[config.mk]
export PLATFORM = sky130hd
export DESIGN_NAME = shared_mem_responder
export DESIGN_NICKNAME = d
export VERILOG_FILES = /design/src/rtl/shared_mem_responder.sv
export SDC_FILE = /design/constraint.sdc
export NUM_CORES = 1
export LEC_CHECK = 0
export BUFFER_PORTS_ARGS = -buffer_cell sky130_fd_sc_hd__buf_2
export CAP_MARGIN = 25
export CORE_UTILIZATION = 54
export CTS_CLUSTER_DIAMETER = 80
export DETAILED_ROUTE_END_ITERATION = 7
export PLACE_DENSITY = 0.72
export SLEW_MARGIN = 0
export SYNTH_ARGS = -nofsm -noshare
export SYNTH_HDL_FRONTEND = slang
export SYNTH_SLANG_ARGS = --single-unit
[constraint.sdc]
create_clock -name clk -period 3.85 [get_ports clk]
set_input_delay 0.385 -clock clk [delete_from_list [all_inputs] [get_ports clk]]
set_output_delay 0.385 -clock clk [all_outputs]
set_load 0.03 [all_outputs]
[src/rtl/shared_mem_responder.sv]
// Shared single-port word memory serving NCORE cores through a round-robin
// IDLE/ACCESS/RESP sequencer. Optional macro SMEM_ERR_CHECK_EN adds the err port.
module shared_mem_responder #(
    parameter int DEPTH = 32,
    parameter int NCORE = 4
) (
    input  logic                  clk,
    input  logic                  reset_n,
    input  logic [NCORE-1:0]      req,
    input  logic [NCORE-1:0]      rd,
    input  logic [NCORE-1:0]      wr,
    input  logic [32*NCORE-1:0]   addr,
    input  logic [32*NCORE-1:0]   todata,
    output logic [NCORE-1:0]      ack,
    output logic [31:0]           fromdata,
    output logic                  busy
`ifdef SMEM_ERR_CHECK_EN
    ,
    output logic                  err
`endif
);

    localparam int AW  = (DEPTH > 1) ? $clog2(DEPTH) : 1;
    localparam int IDW = (NCORE > 1) ? $clog2(NCORE) : 1;

    typedef enum logic [1:0] {
        ST_IDLE   = 2'd0,
        ST_ACCESS = 2'd1,
        ST_RESP   = 2'd2
    } state_t;

    state_t             state_r;
    state_t             state_next_s;
    logic [IDW-1:0]     rr_ptr_r;
    logic [IDW-1:0]     id_r;
    logic [IDW-1:0]     grant_id_s;
    logic               grant_valid_s;
    logic               rd_r;
    logic               wr_r;
    logic [AW-1:0]      addr_r;
    logic [31:0]        data_r;
    logic [31:0]        mem [DEPTH];
    logic               do_write_s;
    logic               do_read_s;
    logic [31:0]        result_r;
    logic [NCORE-1:0]   ack_next_s;
    logic [31:0]        fromdata_next_s;
    logic [NCORE-1:0]   ack_r;
    logic [31:0]        fromdata_r;
    logic               addr_unused_s;
`ifdef SMEM_ERR_CHECK_EN
    logic               illegal_s;
    logic               illegal_r;
    logic               err_next_s;
    logic               err_r;
`endif

    // Address bits above the memory index are deliberately ignored.
    assign addr_unused_s = ^addr;

    // Round-robin search upward from rr_ptr, wrapping at NCORE-1.
    always_comb begin
        grant_valid_s = 1'b0;
        grant_id_s    = '0;
        for (int i = 0; i < NCORE; i++) begin
            if (!grant_valid_s && req[(int'(rr_ptr_r) + i) % NCORE]) begin
                grant_valid_s = 1'b1;
                grant_id_s    = IDW'((int'(rr_ptr_r) + i) % NCORE);
            end else begin
                grant_valid_s = grant_valid_s;
            end
        end
    end

    // Sequencer state register.
    always_ff @(posedge clk or negedge reset_n) begin
        if (!reset_n) begin
            state_r <= ST_IDLE;
        end else begin
            state_r <= state_next_s;
        end
    end

    // Sequencer next-state logic.
    always_comb begin
        state_next_s = ST_IDLE;
        case (state_r)
            ST_IDLE:   state_next_s = grant_valid_s ? ST_ACCESS : ST_IDLE;
            ST_ACCESS: state_next_s = ST_RESP;
            ST_RESP:   state_next_s = ST_IDLE;
            default:   state_next_s = ST_IDLE;
        endcase
    end

    // Grant-time capture of the winning core's request and pointer advance.
    always_ff @(posedge clk or negedge reset_n) begin
        if (!reset_n) begin
            rr_ptr_r <= '0;
            id_r     <= '0;
            rd_r     <= 1'b0;
            wr_r     <= 1'b0;
            addr_r   <= '0;
            data_r   <= 32'd0;
        end else if (state_r == ST_IDLE && grant_valid_s) begin
            id_r     <= grant_id_s;
            rd_r     <= rd[grant_id_s];
            wr_r     <= wr[grant_id_s];
            addr_r   <= addr[int'(grant_id_s) * 32 +: AW];
            data_r   <= todata[int'(grant_id_s) * 32 +: 32];
            rr_ptr_r <= (grant_id_s == IDW'(NCORE - 1)) ? '0 : grant_id_s + 1'b1;
        end
    end

    // Operation decode; a simultaneous rd+wr is either flagged or write-wins.
    always_comb begin
`ifdef SMEM_ERR_CHECK_EN
        illegal_s  = rd_r & wr_r;
        do_write_s = wr_r & ~rd_r;
`else
        do_write_s = wr_r;
`endif
        do_read_s  = rd_r & ~wr_r;
    end

    // Memory array is intentionally not reset; aborted writes never reach it.
    always_ff @(posedge clk) begin
        if (state_r == ST_ACCESS && do_write_s) begin
            mem[addr_r] <= data_r;
        end
    end

    // Access-phase result capture.
    always_ff @(posedge clk or negedge reset_n) begin
        if (!reset_n) begin
            result_r  <= 32'd0;
`ifdef SMEM_ERR_CHECK_EN
            illegal_r <= 1'b0;
`endif
        end else if (state_r == ST_ACCESS) begin
            result_r  <= do_write_s ? data_r : (do_read_s ? mem[addr_r] : 32'd0);
`ifdef SMEM_ERR_CHECK_EN
            illegal_r <= illegal_s;
`endif
        end
    end

    // Response outputs are only non-zero for the RESP phase.
    always_comb begin
        ack_next_s      = '0;
        fromdata_next_s = 32'd0;
`ifdef SMEM_ERR_CHECK_EN
        err_next_s      = 1'b0;
`endif
        if (state_r == ST_RESP) begin
            ack_next_s[id_r] = 1'b1;
            fromdata_next_s  = result_r;
`ifdef SMEM_ERR_CHECK_EN
            err_next_s       = illegal_r;
`endif
        end else begin
            ack_next_s      = '0;
            fromdata_next_s = 32'd0;
        end
    end

    // Registered response outputs.
    always_ff @(posedge clk or negedge reset_n) begin
        if (!reset_n) begin
            ack_r      <= '0;
            fromdata_r <= 32'd0;
`ifdef SMEM_ERR_CHECK_EN
            err_r      <= 1'b0;
`endif
        end else begin
            ack_r      <= ack_next_s;
            fromdata_r <= fromdata_next_s;
`ifdef SMEM_ERR_CHECK_EN
            err_r      <= err_next_s;
`endif
        end
    end

    assign ack      = ack_r;
    assign fromdata = fromdata_r;
    assign busy     = (state_r != ST_IDLE);
`ifdef SMEM_ERR_CHECK_EN
    assign err      = err_r;
`endif

endmodule

==> results.toml <==
[status]
status = "complete, no violations"

[synth]
yosys.area.top_type = "edfxtp_1"
yosysWarnings = 0
ys_async_sr_fraction = 0.0994
ys_types = 46
netlist_instances = 2572
syn_avg_cell_area_sq_um = 17.3
synth_most_common_cell = "edfxtp_1"
yosys-top-cells-count = "edfxtp_1 (1,024), mux2i_1 (513), o22ai_1 (256)"
synth_edf_count = 1024
synth-seq-cells = 1137
yosysTopAreaCellShare = 0.692
synthTopCellsByArea = "edfxtp_1 (69%), mux2i_1 (12%), dfrtp_1 (6.4%)"
ys.flop_type = "edfxtp_1"
ys_seq_area_frac = 0.756
syn_nets = 2842
syn_area_sq_um = 44400

[place]
gp_congestion = 0.889
dp_cells = 3789
dp_hpwl_mm = 70.8
io_buffers = 198

[global_route]
grt_pass1_wl_mm = 173
grt_max_degree = 63
grt_util_met1 = 0.409
antenna_found_initial = 1
gr-total-overflow = 0
gr-max-usage-layer = "met2"
gr-usage-met2 = 0.456
track_usage = 0.294
gr-usage-met3 = 0.0620
grt_pass1_vias = 25700

[setup_path]
crit_path_start = "addr_r[1]"
r2r-start = "addr_r[1]"
crit_end = "result_r[6]"
r2r_slack_ns = 0.68
cp-end-kind = "flop"
crit_fanout = 35
r2r-end = "result_r[6]"
reg2reg_depth = 7
required_ns = 4.39
crit_path_start_kind = "flop"
criticalPathCategory = "reg2reg"
arrival_ns = 3.71

[cts]
numCtsBuffers = 109
clkTransAtPathRegs_ns = 0.06
cts.sinks = 1137
postCtsSetupBuffers = 0
ctsResizeCount = 0
cts_root_buf = "clkbuf_16"
clock_path_buffers = 3
clk_latency_ns = 0.66
htree_levels = 3
cts_tree = "built"

[finish]
nFillCells = 5588
fin_nets = 3126
seqCellArea_sq_um = 33600
area_growth_pct = 16.3
fin_cells = 4011
multi_input_area_sq_um = 10400
final_layout_size_suffix_gt1_frac = 0.206

[die]
rows = 104
die_y_um = 289
initial_utilization = 0.549
dieArea_sq_um = 83400
core_sq_um = 80900
die_x_um = 289
io-pin-count = 307

[sta]
final_max_slew_viol_count = 0
fin_crit_ns = 3.17
worst_pin_slew_ns = 1.07
fmax_mhz = 316
setup_tns_ns = 0
fin_skew_ns = 0.0174
max-slew-margin-rel = 0.285
grt_setup_unrepaired = "no"
fin_crit_sh = 0.823
setup_viol = 0
hold_viol_final = 0

[drt]
num_vias = 26100
antenna_left = 0
dr.pass1.iters = 6
drcViolationCount = 0
avgRoutedWirePerCell_um = 30.4
first_iter_violations = 3415
vias_per_cell = 6.52
wl_mm = 122

[min_path]
hold_class = "in2reg"
worstHoldStart = "addr[66]"
holdPathStages = 3

[run]
cap_violations = 0

[power]
irDropWorstVdd_v = 0.000730
power.leakage_nw = 18.4
powerDensity_nw_per_um2 = 723
-- cell usage in the layout (no fill, tap or decap), types with 41 or more instances in the layout --
cell type,Yosys,final
mux2i_1,513,513
nor4_1,65,65
o22ai_1,256,256
edfxtp_1,1024,1024
a221o_1,71,71
dfrtp_1,113,112
clkbuf_16,0,111
a21oi_1,42,41
buf_2,109,197
buf_4,4,100
-- final cells by class --
type | count | area share
flip-flops and latches | 1137 | 0.650
clock inverters | 63 | 0.0114
clock buffers | 142 | 0.0577
repair buffers | 348 | 0.0546
multi-input cells | 1256 | 0.201
diodes | 1 | 0.0000484
inverters | 4 | 0.000290
well taps | 1060 | 0.0257
-- power by group --
| group | switching (W) | internal, W | total, W |
|---|---|---|---|
| registers | 0.00121 | 0.0156 | 0.0168 |
| clock network | 0.00448 | 0.00613 | 0.0106 |
| logic | 0.00614 | 0.00384 | 0.00998 |
-- flip-flops by register name, indices dropped and copies added (netlist names) --
signal / count
ack: 4
do_write_s: 1
fromdata: 32
mem: 1024
id_r: 2
rr_ptr_r: 2
result_r: 32
rd_r: 1
addr_r: 5
state_r: 2
data_r: 32
-- layer usage --
| layer | vias up | routed length (um) |
|---|---|---|
| li1 | 11000 | - |
| met1 | 13200 | 46300 |
| met2 | 1691 | 56100 |
| met3 | 280 | 14800 |
| met4 | 0 | 4840 |
| met5 | - | 0 |
-- how the worst min path moves through the flow --
stage,to,slack (ns)
3_3_place_gp,ack[0],0.41
2_1_floorplan,ack[0],0.09
6_report,addr_r[2],0.08
4_1_cts,data_r[28],0.06
3_5_place_dp,id_r[0],0.41
5_1_grt,data_r[21],0.07
-- kinds of logic (layout without fill, tap and decap cells) --
| kind of cell | Yosys count | in the layout | synth area share |
|---|---|---|---|
| compound gates | 417 | 417 | 0.0627 |
| xor+xnor | 1 | 1 | 0.000197 |
| buf+inv | 179 | 557 | 0.0189 |
| flops | 1137 | 1137 | 0.756 |
| mux | 552 | 552 | 0.126 |
| other cells | 0 | 1 | 0 |
| simple gates | 286 | 286 | 0.0364 |
-- timing repair --
action,CTS,global route
setup endpoints to repair,0,0
hold endpoints to repair,54,0
hold buffers,1,0
-- metrics by stage --
step,worst slack (ns),hold WS [ns],power (W),area [sq um],util
global placement,0.803,0.411,0.0261,47700,0.590
detailed placement,0.748,0.412,0.0264,47700,0.590
floorplan,0.525,0.0894,0.0227,44500,-
CTS,0.722,0.0555,0.0368,51300,0.634
global route,0.611,0.0745,0.0385,51700,0.639
finish,0.681,0.0756,0.0374,51700,0.639
-- critical path: stages (launching register included) --
cell and delay [ns]:
dfrtp_4 0.89, buf_4 0.48, buf_4 0.35, mux2i_1 0.24
o22ai_1 0.10, nor4_1 0.45, nand2_1 0.12, a221o_1 0.34
Note: power is estimated with default switching activity, not from simulation.
